### src/rtl/alu_pkg.sv
// Shared types for the sequential ALU: opcodes, FSM states, shift kinds and NZCV flag layout.
package alu_pkg;

   typedef enum logic [3:0] {
      OP_ADD = 4'b0000,
      OP_SUB = 4'b0001,
      OP_AND = 4'b0010,
      OP_ORR = 4'b0011,
      OP_EOR = 4'b0100,
      OP_LSL = 4'b0101,
      OP_LSR = 4'b0110,
      OP_ASR = 4'b0111,
      OP_MUL = 4'b1000
   } op_e;

   typedef enum logic [1:0] {
      IDLE     = 2'd0,
      MUL_BUSY = 2'd1,
      DONE     = 2'd2
   } state_e;

   typedef enum logic [1:0] {
      SH_LSL = 2'd0,
      SH_LSR = 2'd1,
      SH_ASR = 2'd2
   } shift_e;

   localparam int FLAG_N = 3;
   localparam int FLAG_Z = 2;
   localparam int FLAG_C = 1;
   localparam int FLAG_V = 0;

   typedef struct packed {
      logic n;
      logic z;
      logic c;
      logic v;
   } nzcv_t;

   function automatic shift_e shift_kind(input op_e op);
      case (op)
         OP_LSL:  return SH_LSL;
         OP_LSR:  return SH_LSR;
         default: return SH_ASR;
      endcase
   endfunction

endpackage

### src/rtl/alu_shifter.sv
// Combinational barrel shifter (LSL/LSR/ASR) with ARM-style carry-out; zero latency, no flow control.
module alu_shifter
   import alu_pkg::*;
#(
   parameter int WIDTH = 32
) (
   input  logic [WIDTH-1:0] a,
   input  logic [7:0]       amt,
   input  shift_e           kind,
   input  logic             c_in,
   output logic [WIDTH-1:0] res,
   output logic             c_out
);

   logic [WIDTH-1:0] part;
   logic [7:0]       amt_m1;

   // Shift by amt-1 first so the last bit shifted out sits at an edge of part.
   always_comb begin
      amt_m1 = amt - 8'd1;
      part   = a;
      res    = a;
      c_out  = c_in;
      if (amt == 8'd0) begin
         res   = a;
         c_out = c_in;
      end else if (int'(amt) > WIDTH) begin
         if (kind == SH_ASR) begin
            res   = {WIDTH{a[WIDTH-1]}};
            c_out = a[WIDTH-1];
         end else begin
            res   = '0;
            c_out = 1'b0;
         end
      end else begin
         case (kind)
            SH_LSL: begin
               part  = a << amt_m1;
               res   = part << 1;
               c_out = part[WIDTH-1];
            end
            SH_LSR: begin
               part  = a >> amt_m1;
               res   = part >> 1;
               c_out = part[0];
            end
            default: begin
               part  = $signed(a) >>> amt_m1;
               res   = $signed(part) >>> 1;
               c_out = part[0];
            end
         endcase
      end
   end

endmodule

### src/rtl/alu_seq.sv
// Handshaked ALU: single-cycle ops complete in 1 cycle, shift-add MUL in WIDTH+1; NZCV commit register.
// Result/flags held in DONE until out_ready; in_ready is low while a MUL iterates.
module alu_seq
   import alu_pkg::*;
#(
   parameter int WIDTH = 32,
   parameter int SHW   = $clog2(WIDTH)
) (
   input  logic             clk,
   input  logic             rst_n,
   input  logic             in_valid,
   output logic             in_ready,
   input  logic [3:0]       op,
   input  logic [WIDTH-1:0] src_a,
   input  logic [WIDTH-1:0] src_b,
   input  logic             set_flags,
   output logic             out_valid,
   input  logic             out_ready,
   output logic [WIDTH-1:0] result,
   output logic [3:0]       alu_flags,
   output logic [3:0]       flags_q
);

   state_e           state, state_nxt;
   op_e              op_in;
   logic             accept;
   logic             in_is_mul;
   logic             mul_last;

   logic [WIDTH-1:0] mcand;
   logic [WIDTH-1:0] mplier;
   logic [WIDTH-1:0] acc;
   logic [SHW-1:0]   cnt;
   logic             mul_sf;

   logic [WIDTH:0]   sum;
   logic [WIDTH-1:0] b_eff;
   logic [WIDTH-1:0] alu_res;
   logic [WIDTH-1:0] sh_res;
   logic             sh_c;
   logic [WIDTH-1:0] mul_step;
   nzcv_t            alu_flg;
   nzcv_t            mul_flg;

   assign op_in     = op_e'(op);
   assign in_is_mul = (op_in == OP_MUL);
   assign accept    = in_valid & in_ready;
   assign mul_last  = (state == MUL_BUSY) && (cnt == SHW'(WIDTH - 1));

   alu_shifter #(.WIDTH(WIDTH)) u_shifter (
      .a     (src_a),
      .amt   (src_b[7:0]),
      .kind  (shift_kind(op_in)),
      .c_in  (flags_q[FLAG_C]),
      .res   (sh_res),
      .c_out (sh_c)
   );

   // Single-cycle ops are evaluated from the live request in the accept cycle,
   // so preserved C/V come from flags_q as committed by the preceding op.
   always_comb begin
      b_eff     = (op_in == OP_SUB) ? ~src_b : src_b;
      sum       = {1'b0, src_a} + {1'b0, b_eff} + {{WIDTH{1'b0}}, op_in == OP_SUB};
      alu_res   = '0;
      alu_flg.n = 1'b0;
      alu_flg.z = 1'b0;
      alu_flg.c = flags_q[FLAG_C];
      alu_flg.v = flags_q[FLAG_V];
      case (op_in)
         OP_ADD: begin
            alu_res   = sum[WIDTH-1:0];
            alu_flg.c = sum[WIDTH];
            alu_flg.v = (src_a[WIDTH-1] == src_b[WIDTH-1]) &
                        (sum[WIDTH-1] != src_a[WIDTH-1]);
         end
         OP_SUB: begin
            alu_res   = sum[WIDTH-1:0];
            alu_flg.c = sum[WIDTH];
            alu_flg.v = (src_a[WIDTH-1] != src_b[WIDTH-1]) &
                        (sum[WIDTH-1] != src_a[WIDTH-1]);
         end
         OP_AND: alu_res = src_a & src_b;
         OP_ORR: alu_res = src_a | src_b;
         OP_EOR: alu_res = src_a ^ src_b;
         OP_LSL, OP_LSR, OP_ASR: begin
            alu_res   = sh_res;
            alu_flg.c = sh_c;
         end
         OP_MUL: alu_res = '0;
         default: begin
            alu_flg.c = 1'b0;
            alu_flg.v = 1'b0;
         end
      endcase
      alu_flg.n = alu_res[WIDTH-1];
      alu_flg.z = (alu_res == '0);
   end

   always_comb begin
      mul_step  = acc + (mplier[0] ? mcand : '0);
      mul_flg.n = mul_step[WIDTH-1];
      mul_flg.z = (mul_step == '0);
      mul_flg.c = flags_q[FLAG_C];
      mul_flg.v = flags_q[FLAG_V];
   end

   always_ff @(posedge clk or negedge rst_n) begin
      if (!rst_n) begin
         state <= IDLE;
      end else begin
         state <= state_nxt;
      end
   end

   always_comb begin
      state_nxt = state;
      case (state)
         IDLE: begin
            if (accept) state_nxt = in_is_mul ? MUL_BUSY : DONE;
         end
         MUL_BUSY: begin
            if (mul_last) state_nxt = DONE;
         end
         DONE: begin
            if (accept)         state_nxt = in_is_mul ? MUL_BUSY : DONE;
            else if (out_ready) state_nxt = IDLE;
         end
         default: state_nxt = IDLE;
      endcase
   end

   always_comb begin
      in_ready  = 1'b0;
      out_valid = 1'b0;
      case (state)
         IDLE: in_ready = 1'b1;
         DONE: begin
            out_valid = 1'b1;
            in_ready  = out_ready;
         end
         default: ;
      endcase
   end

   always_ff @(posedge clk or negedge rst_n) begin
      if (!rst_n) begin
         mcand     <= '0;
         mplier    <= '0;
         acc       <= '0;
         cnt       <= '0;
         mul_sf    <= 1'b0;
         result    <= '0;
         alu_flags <= '0;
         flags_q   <= '0;
      end else begin
         if (accept && !in_is_mul) begin
            result    <= alu_res;
            alu_flags <= alu_flg;
            if (set_flags) flags_q <= alu_flg;
         end
         if (accept && in_is_mul) begin
            mcand  <= src_a;
            mplier <= src_b;
            acc    <= '0;
            cnt    <= '0;
            mul_sf <= set_flags;
         end
         // One multiplier bit per cycle, LSB first; the multiplicand walks left.
         if (state == MUL_BUSY) begin
            acc    <= mul_step;
            mcand  <= mcand << 1;
            mplier <= mplier >> 1;
            cnt    <= cnt + SHW'(1);
            if (mul_last) begin
               result    <= mul_step;
               alu_flags <= mul_flg;
               if (mul_sf) flags_q <= mul_flg;
            end
         end
      end
   end

endmodule
### config.mk
export PLATFORM = sky130hd
export DESIGN_NAME = alu_seq
export DESIGN_NICKNAME = d
export VERILOG_FILES = /design/src/rtl/alu_pkg.sv /design/src/rtl/alu_shifter.sv /design/src/rtl/alu_seq.sv
export SDC_FILE = /design/constraint.sdc
export NUM_CORES = 1
export LEC_CHECK = 0
export ABC_AREA = 1
export CORE_ASPECT_RATIO = 1.25
export CORE_MARGIN = 1.5
export CORE_UTILIZATION = 60
export DETAILED_ROUTE_END_ITERATION = 16
export PLACE_DENSITY = 0.9
export SYNTH_ARGS = -nofsm -noshare
export SYNTH_HDL_FRONTEND = slang
export SYNTH_SLANG_ARGS = --single-unit
### constraint.sdc
create_clock -name clk -period 4.19 [get_ports clk]
set_input_delay 1.0475 -clock clk [delete_from_list [all_inputs] [get_ports clk]]
set_output_delay 1.0475 -clock clk [all_outputs]
set_load 0.005 [all_outputs]
==> impl_metrics.env, run 1 <==
export IMPL_status="did not finish"
export IMPL_haltStage="global routing (5_1_grt)"
export IMPL_error_line="[ERROR GRT-0116] Global routing finished with congestion. Check the congestion regions in the DRC Viewer."
export IMPL_die_h_um=190
export IMPL_gp_congestion=1.31
export IMPL_initial_core_util_pct=61.1
export IMPL_cts_made_buffers=17
export IMPL_grt_pass1_vias=26153
export IMPL_clock_root_buffer="clkbuf_16"
export IMPL_synth_seq_area_share_pct=21.4
export IMPL_synth_area_um2=16800
export IMPL_netlist_instances=2721
export IMPL_grt_max_degree=95
export IMPL_overflow=2
export IMPL_max_clock_path_buffers=2
export IMPL_cts_sinks=144
export IMPL_htreeDepth=4
export IMPL_async_flop_share_pct=100
export IMPL_port_buffers=114
export IMPL_post_place_ws_ns=-0.919
export IMPL_dp_hpwl_um=52900
export IMPL_avgSynthCellArea_um2=6.19
export IMPL_dpl_cell_area_um2=20800
export IMPL_fp_dieW_um=153
export IMPL_synth_seq_cells=144
export IMPL_synth_edf_count=0
export IMPL_syn_nets=2926
export IMPL_grt_pass1_wl_um=143000
export IMPL_synth_ff_type="dfrtp_1"
export IMPL_synth_cell_types=50
export IMPL_yosys_warnings=0
export IMPL_track_usage_pct=64.3
export IMPL_row_count=68
export IMPL_pin_count=115
[stage by stage]
stage / util [%] / std cells / hold slack, ns
4_1_cts: 79.0 / 3457 / 0.496
3_5_place_dp: 75.6 / 3413 / 0.479
3_3_place_gp: 75.6 / 3413 / 0.451
2_1_floorplan: - / 2721 / 0.440
[Yosys cell counts (6+ instances only)]
master	count	area share [%]
o22ai_1	63	2.3
buf_2	28	0.83
buf_1	15	0.33
o21ai_1	23	0.68
nor3_1	15	0.45
o21bai_1	6	0.27
inv_1	223	5.0
o21ai_0	157	4.7
nand3_1	391	12
nor2_2	8	0.30
nand2_1	687	15
nor2_1	223	5.0
o211ai_1	30	1.3
nand4_2	8	0.59
xnor2_1	9	0.47
nand2_2	18	0.67
xor2_1	54	2.8
clkbuf_1	95	2.1
ha_1	130	9.7
o2111ai_1	7	0.36
nand4_1	48	1.8
a21oi_1	242	7.2
inv_2	8	0.18
a221oi_1	28	1.5
dfrtp_1	144	21
[layer usage]
| metal | track usage (%) | overflow |
|---|---|---|
| met5 | 15.6 | 0 |
| met3 | 48.1 | 0 |
| met1 | 62.5 | 0 |
| met2 | 83.3 | 1 |
| met4 | 65.6 | 1 |
[kinds of logic after synthesis]
logic type / count (synthesis) / share of synthesized area, %
DFF: 144 / 21.4
AOI/OAI and AO/OA: 589 / 19.9
xor gates and xnor gates: 64 / 3.37
and+or+nand+nor: 1411 / 36.4
adders and majority gates: 132 / 9.90
buffers and inverters: 381 / 8.97
[repair_timing]
action,4_1_cts
resized for setup,80
setup buffers,13
endpoints found under the setup margin,29
hold endpoints to repair,0
hold buffers,0
pin swaps,33
==> inputs of run 2 (changes only) <==
--- a/config.mk
+++ b/config.mk
@@ -6,11 +6,10 @@
 export NUM_CORES = 1
 export LEC_CHECK = 0
 export ABC_AREA = 1
-export CORE_ASPECT_RATIO = 1.25
 export CORE_MARGIN = 1.5
-export CORE_UTILIZATION = 60
+export CORE_UTILIZATION = 40
 export DETAILED_ROUTE_END_ITERATION = 16
-export PLACE_DENSITY = 0.9
+export PLACE_DENSITY_LB_ADDON = 0.15
 export SYNTH_ARGS = -nofsm -noshare
 export SYNTH_HDL_FRONTEND = slang
 export SYNTH_SLANG_ARGS = --single-unit
==> run 2 against run 1 <==
  * The run now ends clean
  * Synthesized cell count is the same
  * Area after synthesis unchanged
==> impl_metrics.env, run 2 <==
export IMPL_finalWorstSetupSlack_ns=0.103
export IMPL_die_h_um=208
export IMPL_synth_largest_area_cell="dfrtp_1"
export IMPL_synth_simple_area_share_pct=36.4
export IMPL_ctsHoldBuffers=0
export IMPL_avgRoutedWirePerCell_um=21.9
export IMPL_slew_limit_headroom_pct=26.7
export IMPL_pin_count=115
export IMPL_vias=22297
export IMPL_hold_path_startpoint="cnt[3]"
export IMPL_row_count=74
export IMPL_regArea_um2=3600
export IMPL_antenna_found_initial=0
export IMPL_multiInputGateArea_um2=12800
export IMPL_fin_tns_setup_ns=0
export IMPL_peakVddDrop_v=0.000418
export IMPL_grt_max_degree=95
export IMPL_avgSynthCellArea_um2=6.19
export IMPL_post_place_ws_ns=-1.08
export IMPL_netlist_instances=2721
export IMPL_drt_iter0_drc=2264
export IMPL_yosysTopAreaCellShare_pct=21.4
export IMPL_drv_slew=0
export IMPL_dieArea_um2=43300
export IMPL_crit_path_start_kind="input port"
export IMPL_drv_cap=0
export IMPL_max_clock_path_buffers=2
export IMPL_rr_startpoint="mplier[0]"
export IMPL_track_usage_pct=37.5
export IMPL_gp_congestion=1.02
export IMPL_layout_commonest_cell="nand2_1"
export IMPL_hold_path_class="flip-flop to flip-flop"
export IMPL_synth_area_um2=16800
export IMPL_dr_pass1_iters=8
export IMPL_port_buffers=114
export IMPL_grt_pass1_vias=20716
export IMPL_drive_above_1_share_pct=28.1
export IMPL_cts_sinks=144
export IMPL_worstMarginPinSlew_ns=1.10
export IMPL_area_growth_syn_to_layout_pct=45.4
export IMPL_synth_seq_cells=144
export IMPL_dp_hpwl_um=67700
export IMPL_crit_type="input port to flip-flop"
export IMPL_worstPathMaxFanout=4
export IMPL_cts_clk_slew_worst_paths_ns=0.07
export IMPL_async_flop_share_pct=100
export IMPL_synth_compound_area_share_pct=19.9
export IMPL_syn_nets=2926
export IMPL_fin_crit_sh_pct=97.6
export IMPL_power_per_cell_area_nw_per_um2=413
export IMPL_synth_cell_types=50
export IMPL_fp_coreArea_um2=41200
export IMPL_route_detailed_drc=0
export IMPL_final_cell_mix="nand2_1, buf_4, nand3_1"
export IMPL_overflow=0
export IMPL_hold_ws_ns=0.479
export IMPL_nets=3509
export IMPL_cts_made_buffers=17
export IMPL_insertion_delay_ns=0.45
export IMPL_rrSetupSlack_ns=0.30
export IMPL_ys_top_cells_by_count="nand2_1, nand3_1, a21oi_1"
export IMPL_clock_root_buffer="clkbuf_16"
export IMPL_endpoint_kind="flip-flop"
export IMPL_fp_dieW_um=208
export IMPL_initial_core_util_pct=40.9
export IMPL_status="finished, final reports clean"
export IMPL_fillers=3978
export IMPL_cts_tree="done"
export IMPL_wl_um=84100
export IMPL_cp_arrival_ns=4.47
export IMPL_finalCoreUtilization_pct=59.4
export IMPL_grt_pass1_wl_um=124000
export IMPL_final_hold_viol_count=0
export IMPL_synth_area_leaders="dfrtp_1, nand2_1, nand3_1, ha_1, a21oi_1"
export IMPL_synth_ff_type="dfrtp_1"
export IMPL_synthAdderAreaFrac_pct=9.90
export IMPL_min_to="cnt[3]"
export IMPL_synth_top_family_by_area="simple AND/OR/NAND/NOR gates"
export IMPL_diodes=0
export IMPL_synth_edf_count=0
export IMPL_synth_seq_area_share_pct=21.4
export IMPL_finalClockSkew_ns=0.0115
export IMPL_finalPower_uw=10100
export IMPL_p_leak_uw=0.0123
export IMPL_hold_path_depth=1
export IMPL_via_per_inst=5.79
export IMPL_yosysMostFrequentCell="nand2_1"
export IMPL_period_needed_ns=4.09
export IMPL_required_ns=4.57
export IMPL_finalSetupViolCount=0
export IMPL_max_freq_mhz=245
export IMPL_synthMuxAreaShare_pct=0
export IMPL_yosys_warnings=0
export IMPL_worstRegToRegCells=23
export IMPL_synth_xor_area_share_pct=3.37
export IMPL_rr_endpoint="flags_q[2]"
export IMPL_antenna_left=0
export IMPL_htreeDepth=4
[run 2: cell counts after synthesis]
Identical to the previous run, type by type.
[run 2: kinds of logic after synthesis]
family / after synthesis
AND/OR/NAND/NOR: 1411
buffers and inverters: 381
flip-flops: 144
XOR/XNOR: 64
AO/OA/AOI/OAI: 589
adder cells (fa/ha/maj): 132
[run 2: layer usage]
layer  global-route usage (%)  part of all wire, %  vias to the layer above
met4                     16.0                  4.4                        0
met1                     52.8                   44                    10618
li1                         -                    -                    10445
met2                     57.8                   43                     1079
met3                     4.35                  8.0                      155
met5                        0                    0                        -
[run 2: worst max-delay path, stage by stage]
cell             delay, ns
clkdlybuf4s50_1       0.48
inv_1                 0.09
xor2_1                0.17
ha_1                  0.38
a21oi_2               0.20
inv_2                 0.08
o21ai_1               0.15
o211ai_1              0.22
buf_4                 0.21
nand2_4               0.06
nand3_4               0.09
a21o_1                0.23
o21ai_2               0.17
o2111ai_2             0.14
a21oi_2               0.14
nand2_1               0.06
nor2_1                0.12
nand2_1               0.07
nor2_2                0.11
nand3_1               0.08
a21oi_1               0.15
[run 2: cell type report]
type / count / share of cell area [%]
clock inverter: 14 / 0.598
multi-input combinational: 2196 / 52.2
clock buffer: 18 / 1.75
inverter: 236 / 3.63
sequential: 144 / 14.7
timing repair buffer: 709 / 24.3
tap: 532 / 2.72
[run 2: power by group]
group          leakage, µW  internal [µW]  switching (µW)  total (µW)
combinational       0.0103           2550            3580        6130
clock             0.000287            840             706        1550
sequential         0.00173           1990             433        2430
total               0.0123           5390            4720       10100
[run 2: per-stage QoR]
step	cell area, µm²	instances
global route	24500	3849
detailed placement	22500	3772
CTS	23400	3814
finish	24500	3849
floorplan	16800	2721
global placement	22500	3772
[run 2: repair_timing]
| item | in CTS | in global routing |
|---|---|---|
| gates resized for setup | 89 | 248 |
| pin swaps | 21 | 101 |
| hold endpoints to repair | 0 | 0 |
| gates cloned | 0 | 3 |
| setup buffers | 10 | 32 |
| endpoints found under the setup margin | 37 | 36 |
[run 2: worst max path at each step]
stage | cells after the start | start | end | slack (ns)
floorplan | 25 | op[3] | flags_q[2] | 0.12
global placement | 21 | op[0] | alu_flags[2] | -1.05
detailed placement | 23 | op[0] | alu_flags[2] | -1.08
CTS | 27 | src_b[1] | alu_flags[2] | 0.0006
global route | 28 | op[1] | result[31] | -0.07
finish | 21 | src_b[9] | alu_flags[2] | 0.10
Note: power is estimated with default switching activity, not from simulation.
==> inputs of run 3 (changes only) <==
--- a/config.mk
+++ b/config.mk
@@ -6,7 +6,7 @@
 export NUM_CORES = 1
 export LEC_CHECK = 0
 export ABC_AREA = 1
-export CORE_MARGIN = 1.5
+export CORE_MARGIN = 8
 export CORE_UTILIZATION = 40
 export DETAILED_ROUTE_END_ITERATION = 16
 export PLACE_DENSITY_LB_ADDON = 0.15
==> run 3 against run 2 <==
  * Worst setup slack lost 0.080 ns
  * Final cell count grew 1.1%
  * Clock skew shrank 0.0046 ns
==> impl_metrics.env, run 3 (synthesis results as in run 2) <==
export IMPL_fp_dieW_um=221
export IMPL_avgRoutedWirePerCell_um=21.8
export IMPL_fin_crit_sh_pct=99.5
export IMPL_htreeDepth=4
export IMPL_antenna_found_initial=0
export IMPL_crit_type="input port to flip-flop"
export IMPL_finalClockSkew_ns=0.00691
export IMPL_cp_arrival_ns=4.55
export IMPL_endpoint_kind="flip-flop"
export IMPL_finalSetupViolCount=0
export IMPL_hold_path_class="flip-flop to flip-flop"
export IMPL_grt_max_degree=86
export IMPL_clock_root_buffer="clkbuf_16"
export IMPL_cts_sinks=144
export IMPL_layout_commonest_cell="nand2_1"
export IMPL_vias=22436
export IMPL_slew_limit_headroom_pct=23.0
export IMPL_dieArea_um2=48900
export IMPL_cts_clk_slew_worst_paths_ns=0.07
export IMPL_die_h_um=221
export IMPL_final_hold_viol_count=0
export IMPL_cts_made_buffers=17
export IMPL_antenna_left=0
export IMPL_diodes=0
export IMPL_initial_core_util_pct=40.3
export IMPL_rr_startpoint="mplier[0]"
export IMPL_min_to="cnt[3]"
export IMPL_hold_path_depth=1
export IMPL_worstMarginPinSlew_ns=1.15
export IMPL_dpl_cell_area_um2=22700
export IMPL_pin_count=115
export IMPL_max_clock_path_buffers=2
export IMPL_required_ns=4.57
export IMPL_wl_um=84800
export IMPL_port_buffers=114
export IMPL_worstPathMaxFanout=13
export IMPL_ctsHoldBuffers=0
export IMPL_final_cell_mix="nand2_1, buf_4, nand3_1"
export IMPL_track_usage_pct=33.5
export IMPL_crit_path_start_kind="input port"
export IMPL_cts_tree="done"
export IMPL_fillers=4026
export IMPL_drive_above_1_share_pct=28.8
export IMPL_gp_congestion=1.04
export IMPL_period_needed_ns=4.17
export IMPL_peakVddDrop_v=0.000410
export IMPL_grt_pass1_wl_um=129000
export IMPL_overflow=0
export IMPL_route_detailed_drc=0
export IMPL_dp_hpwl_um=68700
export IMPL_hold_ws_ns=0.474
export IMPL_insertion_delay_ns=0.45
export IMPL_power_per_cell_area_nw_per_um2=410
export IMPL_fp_coreArea_um2=41800
export IMPL_row_count=75
export IMPL_rr_endpoint="alu_flags[2]"
export IMPL_rsz0062_at_grt="yes"
export IMPL_stdcell_area_um2=24800
export IMPL_max_freq_mhz=240
export IMPL_grt_pass1_vias=21601
export IMPL_rrSetupSlack_ns=0.23
export IMPL_drt_iter0_drc=2295
export IMPL_dr_pass1_iters=5
export IMPL_status="finished, final reports clean"
export IMPL_area_growth_syn_to_layout_pct=47.5
export IMPL_hold_path_startpoint="cnt[3]"
export IMPL_drv_cap=0
export IMPL_nets=3546
export IMPL_drv_slew=0
export IMPL_worstRegToRegCells=22
export IMPL_via_per_inst=5.76
export IMPL_p_leak_uw=0.0125
run 3: cell types whose count changed in the layout (fill, tap and decap cells not counted), sizes merged:
cell / change
clkdlybuf4s50: +2
bufinv: +1
clkbuf: -5
buf: +40
clkinv: -1
clkdlybuf4s15: -1
inv: -1
clkinvlp: +2
run 3: worst max-delay path, cell delays in order:
cell      delay (ns)
clkbuf_2        0.12
buf_4           0.16
nor2_4          0.11
nand2_4         0.08
nor2_4          0.10
nand2_4         0.13
buf_16          0.21
nand4_1         0.14
nand2_1         0.09
nand3_1         0.13
buf_4           0.12
nand3_1         0.09
nand3_1         0.25
nand3_1         0.12
a21oi_1         0.23
nand3_1         0.16
nand2_1         0.10
nand2_1         0.12
a21oi_2         0.20
nand2_1         0.07
nor2_1          0.12
nand2_1         0.10
nor2_4          0.26
nand3_2         0.12
a21oi_2         0.15
run 3: through the flow:
| step | util (%) | setup WS, ns | setup TNS, ns | total power (µW) | std cells |
|---|---|---|---|---|---|
| CTS | 58.0 | 0.000805 | 0 | 9960 | 3880 |
| detailed placement | 54.5 | -1.23 | -27.97 | 8140 | 3820 |
| global placement | 54.5 | -1.19 | -26.39 | 8010 | 3820 |
| floorplan | - | 0.124 | 0 | 5650 | 2721 |
| global route | 59.5 | -0.0566 | -0.132 | 10900 | 3893 |
| finish | 59.5 | 0.0227 | 0 | 10200 | 3893 |
run 3: final cells by class:
| cell class | instances | area, µm² | area share [%] |
|---|---|---|---|
| multi-input combinational | 2196 | 12800 | 51.5 |
| timing repair buffer | 746 | 6240 | 25.1 |
| sequential | 144 | 3600 | 14.5 |
| inverter | 236 | 886 | 3.57 |
| tap | 539 | 674 | 2.72 |
| clock buffer | 17 | 425 | 1.71 |
| clock inverter | 15 | 196 | 0.791 |
run 3: worst max-delay path by stage:
stage | startpoint | endpoint | slack (ns) | cells past startpoint
floorplan | op[3] | flags_q[2] | 0.12 | 25
global placement | op[0] | alu_flags[2] | -1.19 | 24
detailed placement | op[3] | alu_flags[2] | -1.23 | 23
CTS | op[2] | alu_flags[2] | 0.0008 | 28
global route | src_b[10] | flags_q[2] | -0.06 | 26
finish | src_b[1] | alu_flags[2] | 0.02 | 25
run 3: per-layer routing:
layer | track usage (%) | routed length, µm | vias to the layer above
met5 | 0 | 0 | -
met4 | 13.7 | 3830 | 0
met3 | 4.87 | 6700 | 174
met2 | 51.5 | 36600 | 988
met1 | 46.5 | 37600 | 10749
li1 | - | - | 10525
run 3: power breakdown:
group          switching (µW)  leakage, µW  internal [µW]
Clock                     719     0.000298            908
Sequential                426      0.00173           1990
Combinational            3550       0.0105           2590
Total                    4700       0.0125           5490
run 3: repair_timing:
| action | in CTS | in global routing |
|---|---|---|
| pin swaps | 52 | 78 |
| setup endpoints to repair | 40 | 40 |
| gates resized for setup | 159 | 160 |
| buffers inserted | 26 | 12 |
| cloned | 2 | 1 |
